--- src/rtl/hf_pkg.sv ---
// Shared types and constants for the HF SSP transmit path.
package hf_pkg;

  localparam int unsigned SSP_BYTE_W       = 8;
  localparam int unsigned CLK_DIV_HALF_DEF = 4;

  typedef enum logic [0:0] {
    StIdle,
    StShift
  } ssp_state_e;

endpackage

--- src/rtl/hf_byte_fifo.sv ---
// Byte FIFO with extra-MSB pointers; a pop in the same cycle frees a slot for a push.
module hf_byte_fifo
  import hf_pkg::*;
#(
  parameter int unsigned FIFO_DEPTH = 4,
  localparam int unsigned PW = $clog2(FIFO_DEPTH) + 1
) (
  input  logic                  pck0,
  input  logic                  rst,
  input  logic                  push,
  input  logic [SSP_BYTE_W-1:0] push_data,
  input  logic                  pop,
  output logic [SSP_BYTE_W-1:0] pop_data,
  output logic                  full,
  output logic                  empty,
  output logic                  push_ok,
  output logic [PW-1:0]         level
);

  localparam int unsigned AW = PW - 1;

  logic [PW-1:0]         wptr_q, rptr_q;
  logic [SSP_BYTE_W-1:0] mem_q [FIFO_DEPTH];
  logic                  pop_ok;

  always_comb begin
    empty    = (wptr_q == rptr_q);
    full     = (wptr_q[PW-1] != rptr_q[PW-1]) && (wptr_q[AW-1:0] == rptr_q[AW-1:0]);
    pop_ok   = pop && !empty;
    push_ok  = push && (!full || pop_ok);
    level    = wptr_q - rptr_q;
    pop_data = mem_q[rptr_q[AW-1:0]];
  end

  always_ff @(posedge pck0 or posedge rst) begin
    if (rst) begin
      wptr_q <= '0;
      rptr_q <= '0;
    end else begin
      if (push_ok) wptr_q <= wptr_q + PW'(1);
      if (pop_ok)  rptr_q <= rptr_q + PW'(1);
    end
  end

  // Storage needs no reset: the pointers alone define what is valid.
  always_ff @(posedge pck0) begin
    if (push_ok) mem_q[wptr_q[AW-1:0]] <= push_data;
  end

endmodule

--- src/rtl/hf_ssp_tx.sv ---
// SSP byte serializer (FPGA to ARM): clock divider, IDLE/SHIFT FSM and MSB-first shifter.
// Define HF_SSP_TX_DROP_CNT_EN to add the saturating drop_cnt output.
module hf_ssp_tx
  import hf_pkg::*;
#(
  parameter int unsigned CLK_DIV_HALF = CLK_DIV_HALF_DEF,
  parameter int unsigned FIFO_DEPTH   = 4,
  localparam int unsigned LW = $clog2(FIFO_DEPTH) + 1
) (
  input  logic                  pck0,
  input  logic                  rst,
  input  logic [SSP_BYTE_W-1:0] tx_data,
  input  logic                  tx_strobe,
  output logic                  ssp_clk,
  output logic                  ssp_frame,
  output logic                  ssp_din,
  output logic [LW-1:0]         fifo_level,
  output logic                  busy
`ifdef HF_SSP_TX_DROP_CNT_EN
  ,
  output logic [7:0]            drop_cnt
`endif
);

  localparam int unsigned DW = $clog2(CLK_DIV_HALF);

  logic [DW-1:0]         div_cnt_q;
  logic                  ssp_clk_q;
  logic                  div_term, rise_evt;

  ssp_state_e            state_q, state_d;
  logic [2:0]            bit_cnt_q, bit_cnt_d;
  logic [SSP_BYTE_W-1:0] shreg_q, shreg_d;
  logic                  ssp_din_q, ssp_din_d;
  logic                  ssp_frame_q, ssp_frame_d;
  logic                  busy_q, busy_d;

  logic                  fifo_pop, fifo_full, fifo_empty, fifo_push_ok;
  logic [SSP_BYTE_W-1:0] fifo_data;
  logic [LW-1:0]         level_next;

  hf_byte_fifo #(
    .FIFO_DEPTH(FIFO_DEPTH)
  ) u_fifo (
    .pck0     (pck0),
    .rst      (rst),
    .push     (tx_strobe),
    .push_data(tx_data),
    .pop      (fifo_pop),
    .pop_data (fifo_data),
    .full     (fifo_full),
    .empty    (fifo_empty),
    .push_ok  (fifo_push_ok),
    .level    (fifo_level)
  );

  assign div_term = (div_cnt_q == DW'(CLK_DIV_HALF - 1));
  assign rise_evt = div_term && !ssp_clk_q;

  always_ff @(posedge pck0 or posedge rst) begin
    if (rst) begin
      div_cnt_q <= '0;
      ssp_clk_q <= 1'b0;
    end else if (div_term) begin
      div_cnt_q <= '0;
      ssp_clk_q <= ~ssp_clk_q;
    end else begin
      div_cnt_q <= div_cnt_q + DW'(1);
    end
  end

  always_comb begin
    state_d     = state_q;
    bit_cnt_d   = bit_cnt_q;
    shreg_d     = shreg_q;
    ssp_din_d   = ssp_din_q;
    ssp_frame_d = ssp_frame_q;
    fifo_pop    = 1'b0;
    if (rise_evt) begin
      if (state_q == StShift && bit_cnt_q != 3'd7) begin
        shreg_d     = shreg_q << 1;
        ssp_din_d   = shreg_q[SSP_BYTE_W-2];
        ssp_frame_d = 1'b0;
        bit_cnt_d   = bit_cnt_q + 3'd1;
      end else if (!fifo_empty) begin
        // Idle or last bit done: next byte starts on this rise, no gap clock.
        fifo_pop    = 1'b1;
        shreg_d     = fifo_data;
        ssp_din_d   = fifo_data[SSP_BYTE_W-1];
        ssp_frame_d = 1'b1;
        bit_cnt_d   = 3'd0;
        state_d     = StShift;
      end else begin
        ssp_din_d   = 1'b0;
        ssp_frame_d = 1'b0;
        state_d     = StIdle;
      end
    end
    level_next = fifo_level + LW'(fifo_push_ok) - LW'(fifo_pop);
    busy_d     = (state_d == StShift) || (level_next != '0);
  end

  always_ff @(posedge pck0 or posedge rst) begin
    if (rst) begin
      state_q     <= StIdle;
      bit_cnt_q   <= 3'd0;
      shreg_q     <= '0;
      ssp_din_q   <= 1'b0;
      ssp_frame_q <= 1'b0;
      busy_q      <= 1'b0;
    end else begin
      state_q     <= state_d;
      bit_cnt_q   <= bit_cnt_d;
      shreg_q     <= shreg_d;
      ssp_din_q   <= ssp_din_d;
      ssp_frame_q <= ssp_frame_d;
      busy_q      <= busy_d;
    end
  end

`ifdef HF_SSP_TX_DROP_CNT_EN
  logic [7:0] drop_cnt_q;

  always_ff @(posedge pck0 or posedge rst) begin
    if (rst) begin
      drop_cnt_q <= 8'd0;
    end else if (tx_strobe && !fifo_push_ok && drop_cnt_q != 8'hFF) begin
      drop_cnt_q <= drop_cnt_q + 8'd1;
    end
  end

  assign drop_cnt = drop_cnt_q;
`endif

  assign ssp_clk   = ssp_clk_q;
  assign ssp_frame = ssp_frame_q;
  assign ssp_din   = ssp_din_q;
  assign busy      = busy_q;

endmodule

--- config.mk ---
export PLATFORM = sky130hd
export DESIGN_NAME = hf_ssp_tx
export DESIGN_NICKNAME = d
export VERILOG_FILES = /design/src/rtl/hf_pkg.sv /design/src/rtl/hf_byte_fifo.sv /design/src/rtl/hf_ssp_tx.sv
export SDC_FILE = /design/constraint.sdc
export NUM_CORES = 1
export LEC_CHECK = 0
export BUFFER_PORTS_ARGS = -buffer_cell sky130_fd_sc_hd__buf_2
export CORE_AREA = 2 2 85 71
export CTS_CLUSTER_DIAMETER = 50
export DETAILED_ROUTE_END_ITERATION = 8
export DIE_AREA = 0 0 87 73
export PLACE_DENSITY = 0.57
export SETUP_SLACK_MARGIN = 0.1
export SLEW_MARGIN = 20
export SYNTH_ARGS = -nofsm -noshare
export SYNTH_HDL_FRONTEND = slang
export SYNTH_SLANG_ARGS = --single-unit
--- constraint.sdc ---
create_clock -name pck0 -period 4.3 [get_ports pck0]
set_clock_uncertainty 0.2 [all_clocks]
set_input_delay 0.645 -clock pck0 [delete_from_list [all_inputs] [get_ports pck0]]
set_output_delay 0.645 -clock pck0 [all_outputs]
set_load 0.02 [all_outputs]
==> key figures, run 1 <==
Outcome
  – Run status: completed

Synth
  – #FFs+latches synth: 55
  – Post-synth EDFFs: 32
  – Synth Cell Area: 0.002395 mm^2
  – Cells after synthesis: 158
  – Top cells by area, synth: edfxtp_1 40%, dfrtp_1 24%, mux4_2 7.5%
  – Post-synthesis cell type count: 34
  – Synth area leader: edfxtp_1
  – Syn Nets: 183
  – Seq/Total Area, Yosys: approximately 64%
  – Synth Flop Type: edfxtp_1
  – Share of the synthesized area in the top cell type: between 40% and 50%
  – Post-synth ARST share: 41.82%
  – Warnings from Yosys: 0
  – Syn Area/Cell: around 15 um^2

Clock network
  – Clk sinks: 55
  – Post-CTS Setup Bufs: 0
  – CTS root buffer: clkbuf_8
  – Clk Latency, worst-skew pair: 0.32 ns
  – Post_cts resized: 0
  – CTS buffer count: 5
  – Post-CTS Hold Buffers: 0
  – CTS tree: done
  – H-tree levels: 2
  – Clock-pin transition on the worst setup and hold timing paths: 0.10 ns
  – CTS Buffer Depth: 2

STA
  – Sum Neg Setup Slack: 0 ns
  – Final period util: 85.63%
  – Hold Vio Cnt, Final: 0
  – Max Clock Freq: 0.2716 GHz
  – Final setup viols: 0
  – Unrepaired setup endpoints after global routing: false
  – Max Slew Vio Count: 0
  – WHS: 0.2267 ns
  – Max-slew headroom: 32.29%
  – Least-Margin Pin Slew: between 1 and 1.5 ns
  – Final period demand of the worst path: 3.682 ns
  – Post-layout worst setup margin: 0.6181 ns

Cells and area
  – Storage cell area: 0.001536 mm^2
  – FILL cells: 487
  – Area grow syn2layout: 11.23%
  – Multi-input gate area in the final layout: 803.3 um^2
  – Commonest non-fill, non-tap cell in the layout: edfxtp_1
  – Final design utilization: about 48%
  – # diodes: 0
  – Final Net Count: 206
  – Share of cells above drive strength 1: 22.53%
  – Design area: 0.002664 mm^2
  – Most frequent cells in the layout: 32 x edfxtp_1, 23 x dfrtp_1, 17 x buf_2

Critical path
  – RR Startpoint: div_cnt_q[0]
  – CP Max Fanout: 8
  – Req. time, crit path: between 4 and 5 ns
  – Startpoint Class: register
  – CP endpoint kind: register
  – WP data arrival: 3.68 ns
  – CP Launch Point: div_cnt_q[0]
  – Kind of critical path: reg2reg

Global route
  – Vias in the first global route: 1335
  – Pin count of the biggest net entering global routing: 24
  – Initial antenna violation count: 0
  – First-pass GRT wire length: 6920 um
  – GRT Total Usage: between 10% and 20%
  – GR Overflow Total: 0

Pwr
  – Maximum vdd drop: between 200 and 300 uV
  – Pwr dens: 683.0 mW/mm^2
  – Internal: 1152 uW
  – Combinational share of power: 41.7%
  – Clock share of power: 16.1%
  – Sw Ratio: about 37%
  – Seq pwr share: 42.3%
  – Pleak: 0.001064 uW
  – Sw Pwr: 667.8 uW

Detailed routing
  – Initial DRC Count: 49
  – Post-Route WL: approximately 4200 um
  – Final ANT Viol Nets: 0
  – Vias after detailed routing: 1318
  – Vias per std cell: 5.293
  – Number of remaining DRC errors: 0
  – WL/cell: 16.88 um
  – Drt first pass iters: 4

Hold path
  – Hold Crit Class: reg2reg
  – Hold path start: div_cnt_q[0]

Place
  – Setup WS pre-CTS: 0.5862 ns
  – DP Wirelength: 2970 um
  – IO buf count: 17
  – Placed inst area: 0.002572 mm^2
  – RD Place Congestion: 0.7362

Die
  – Die width: 87 um
  – Die Height: approximately 73 um
  – Core Box Area: 0.005599 mm^2
  – Die ar.: 0.006351 mm^2
  – Row cnt: 25
  – Ports: 18
  – Initial Util: 42.77%

Job
  – Maximum capacitance violations: 0
[registers in the layout, indices dropped and copies added, names as in the netlist]
register       count
bit_cnt_q          3
busy               1
div_cnt_q          2
shreg_q            7
ssp_clk            1
ssp_din            1
ssp_frame          1
state_q            1
u_fifo.mem_q      32
u_fifo.rptr_q      3
u_fifo.wptr_q      3
[synth_stat cells, types with 2 or more instances]
master    count
dfrtp_1      23
o22ai_1       6
clkbuf_1      3
and2_1        4
a32o_1        2
fa_1          2
buf_2         2
nand2_1       7
o21ai_0       3
ha_1         12
inv_1         9
edfxtp_1     32
nand2b_1      3
mux4_2        8
xnor2_1       5
xor2_1        2
nor2_1        9
nor2b_1       2
a21oi_1       4
nor3_1        6
[stage by stage]
step | total power [uW] | cells
finish | 1819 | 249
CTS | 1851 | 249
floorplan | 1339 | 158
global placement | 1515 | 241
detailed placement | 1559 | 241
global route | 1966 | 249
[critical path, stage by stage, from the launching register on]
cell and delay, ns:
dfrtp_1 0.36, ha_1 0.22, nor2b_1 0.48, a21oi_1 0.18
a21boi_1 0.42, inv_1 0.10, ha_1 0.30, inv_1 0.05
ha_1 0.13, inv_1 0.05, fa_1 0.37, xnor2_1 0.14
xnor2_1 0.12, or4b_1 0.45
[power by group through the flow]
stage,sequential [uW],combinational [uW],clock (uW)
after floorplan,773,566,0
after global placement,774,740,0
after detailed placement,784,775,0
after CTS,772,778,301
after global routing,787,859,320
final,769,758,292
[path summary, 6_finish.rpt]
| check | end | slack, ns | cells after the start |
|---|---|---|---|
| max | busy | 0.62 | 13 |
| min | div_cnt_q[0] | 0.23 | 1 |
| max reg2reg | busy | 0.62 | 13 |
| min reg2reg | div_cnt_q[0] | 0.23 | 1 |
| max in group asynchronous | u_fifo.rptr_q[1] | 3.07 | 2 |
| min in group asynchronous | ssp_din | 0.30 | 2 |
[cells by family (layout without fill, tap and decap cells)]
family / Yosys count / in the layout / share of synthesized area (%)
xor gates and xnor gates: 9 / 9 / 3.919
adders and majority gates: 14 / 14 / 7.941
AOI/OAI and AO/OA: 24 / 24 / 6.897
buffers and inverters: 14 / 38 / 2.299
muxes: 9 / 9 / 7.994
and+or+nand+nor: 33 / 33 / 6.792
DFF: 55 / 55 / 64.16
[layout make-up]
class / count / share of cell area (%)
Tap cell: 67 / 3.147
Inverter: 9 / 1.268
Clock buffer: 5 / 2.583
Sequential cell: 55 / 57.68
Multi-Input combinational cell: 89 / 30.16
Clock inverter: 3 / 0.8455
Timing Repair Buffer: 21 / 4.321
[routing by layer]
metal  share of wire, %  track usage (%)  up-vias
met4               0.31            3.125        0
met5                  0                0        -
met3                3.2            4.751        2
met1                 47            19.53      670
met2                 50            24.26       19
li1                   -                -      627
Note: power is estimated with default switching activity, not from simulation.
==> run 2: changes to the inputs <==
--- a/config.mk
+++ b/config.mk
@@ -10,7 +10,7 @@
 export CTS_CLUSTER_DIAMETER = 50
 export DETAILED_ROUTE_END_ITERATION = 8
 export DIE_AREA = 0 0 87 73
-export PLACE_DENSITY = 0.57
+export PLACE_DENSITY_LB_ADDON = 0.3
 export SETUP_SLACK_MARGIN = 0.1
 export SLEW_MARGIN = 20
 export SYNTH_ARGS = -nofsm -noshare
==> key figures, run 2 (synthesis results as in run 1) <==
Outcome
  – Run status: completed

STA
  – WHS: 0.2586 ns (+0.03191 ns)
  – Sum Neg Setup Slack: 0 ns (unchanged)
  – Unrepaired setup endpoints after global routing: false
  – Max-slew headroom: 35.64% (+3.4 points)
  – Final period util: 88.24% (+2.6 points)
  – Hold Vio Cnt, Final: 0 (unchanged)
  – Final period demand of the worst path: 3.794 ns (+0.1126 ns)
  – Least-Margin Pin Slew: 0.9654 ns (-0.05030 ns)
  – Max Clock Freq: 0.2635 GHz (-3.0%)
  – Final setup viols: 0 (unchanged)
  – Max Slew Vio Count: 0 (unchanged)

Global route
  – Pin count of the biggest net entering global routing: 24 (unchanged)
  – First-pass GRT wire length: 6975 um (+0.79%)
  – Vias in the first global route: 1426 (+6.8%)
  – GR Overflow Total: 0 (unchanged)
  – Initial antenna violation count: 0 (unchanged)
  – GRT Total Usage: 14.76% (-0.056 points)

Clock network
  – Clk Latency, worst-skew pair: 0.31 ns (about the same)
  – H-tree levels: 2 (unchanged)
  – CTS buffer count: 5 (unchanged)
  – Clk sinks: 55 (unchanged)
  – CTS Buffer Depth: 2 (unchanged)
  – CTS root buffer: clkbuf_8
  – Clock-pin transition on the worst setup and hold timing paths: 0.10 ns (about the same)
  – Post-CTS Setup Bufs: 0 (unchanged)
  – CTS tree: done
  – Post-CTS Hold Buffers: 0 (unchanged)
  – Post_cts resized: 0 (unchanged)

Critical path
  – CP endpoint kind: register
  – Kind of critical path: reg2reg
  – CP Max Fanout: 10 (+2)
  – Worst path max stage delay: 0.61 ns (+0.13 ns)
  – Critical-path cell list: inv_1 > ha_1 > nand2_1 > a21oi_1 > a21boi_1 > inv_1 > ha_1 > inv_1 > ha_1 > inv_1 > fa_1 > xnor2_1 > xnor2_1 > or4b_1
  – WP data arrival: 3.78 ns (+0.10 ns)
  – Cell mode on critical path: inv_1
  – Req. time, crit path: 4.29 ns (about the same)
  – Startpoint Class: register
  – Reg2Reg Depth: 14 (+1)
  – Setup slack, reg-to-reg: 0.51 ns (-0.11 ns)
  – Cell with the largest stage delay on the worst path: dfrtp_1

Cells and area
  – Final Net Count: 205 (-0.49%)
  – Storage cell area: 0.001536 mm^2 (unchanged)
  – Share of cells above drive strength 1: 22.10% (-0.43 points)
  – Most frequent cells in the layout: 32 x edfxtp_1, 23 x dfrtp_1, 17 x buf_2
  – Area grow syn2layout: 11.29% (about the same)
  – Final design utilization: 47.60% (about the same)
  – # diodes: 0 (unchanged)
  – Multi-input gate area in the final layout: 803.3 um^2 (unchanged)
  – Max FFs per register: 32 (unchanged)
  – Design area: 0.002665 mm^2 (about the same)
  – FILL cells: 481 (-1.2%)
  – Commonest non-fill, non-tap cell in the layout: edfxtp_1

Place
  – IO buf count: 17 (unchanged)
  – DP Wirelength: 3025 um (+1.8%)
  – Placed inst area: 0.002565 mm^2 (-0.29%)
  – RD Place Congestion: 0.7847 (+6.6%)

Detailed routing
  – WL/cell: 16.67 um (-1.2%)
  – Vias after detailed routing: 1319 (+0.076%)
  – Final ANT Viol Nets: 0 (unchanged)
  – Number of remaining DRC errors: 0 (unchanged)
  – Post-Route WL: 4134 um (-1.6%)
  – Vias per std cell: 5.319 (+0.48%)
  – Initial DRC Count: 88 (+80%)
  – Drt first pass iters: 4 (unchanged)

Pwr
  – Maximum vdd drop: 280.3 uV (-3.6%)
  – Pwr dens: 684.9 mW/mm^2 (+0.28%)
  – Pleak: 0.001062 uW (-0.14%)

Die
  – Die width: 87 um (unchanged)
  – Die Height: 73 um (unchanged)
  – Ports: 18 (unchanged)
  – Row cnt: 25 (unchanged)
  – Die ar.: 0.006351 mm^2 (unchanged)
  – Initial Util: 42.77% (unchanged)
  – Core Box Area: 0.005599 mm^2 (unchanged)

Hold path
  – Worst Hold Depth: 1 (unchanged)
  – Hold Crit Class: reg2reg

Job
  – Maximum capacitance violations: 0 (unchanged)
## run 2: changes by cell type in the layout (fill, tap and decap cells not counted), sizes merged
cell / previous run / this run
clkinv: 2 / 1
buf: 21 / 20
inv: 10 / 11
## run 2: where the power goes
part           internal (uW)  leakage, uW  switching, uW
registers                703     0.000572           82.9
logic                    329     0.000438            407
clock network            124    0.0000522            180
total                   1160      0.00106            669
## run 2: metrics by stage
| step | setup slack [ns] | total power (uW) | cells |
|---|---|---|---|
| 3_3_place_gp | 0.6378 | 1498 | 240 |
| 6_report | 0.5055 | 1825 | 248 |
| 4_1_cts | 0.5044 | 1852 | 248 |
| 2_1_floorplan | 0.7260 | 1339 | 158 |
| 5_1_grt | 0.2392 | 1956 | 248 |
| 3_5_place_dp | 0.5114 | 1544 | 240 |
## run 2: worst paths after layout
| check | to | from |
|---|---|---|
| min reg2reg | div_cnt_q[0] | div_cnt_q[0] |
| max | busy | u_fifo.rptr_q[1] |
| max in group asynchronous | shreg_q[0] | rst |
| max reg2reg | busy | u_fifo.rptr_q[1] |
| min | div_cnt_q[0] | div_cnt_q[0] |
| min in group asynchronous | shreg_q[1] | rst |
## run 2: area by class of cell
type,count,area share [%]
Clock buffer,5,2.582
Clock inverter,3,1.174
Inverter,9,1.268
Multi-Input combinational cell,89,30.14
Sequential cell,55,57.65
Tap cell,67,3.146
Timing Repair Buffer,20,4.038
## run 2: metal layers
layer	up-vias	part of all wire [%]	GRT usage (%)
met3	4	3.2	3.507
met1	669	48	19.95
met5	-	0	0
met4	0	0.73	4.514
li1	625	-	-
met2	21	48	23.83
## run 2: worst max-delay path: cells and delay by family, from the launching register on
family                     cells  cell delay [ns]
adders and majority gates      4             1.14
DFF                            1             0.61
and+or+nand+nor                2             0.56
AOI/OAI and AO/OA              2             0.52
buffers and inverters          4             0.37
xor gates and xnor gates       2             0.27
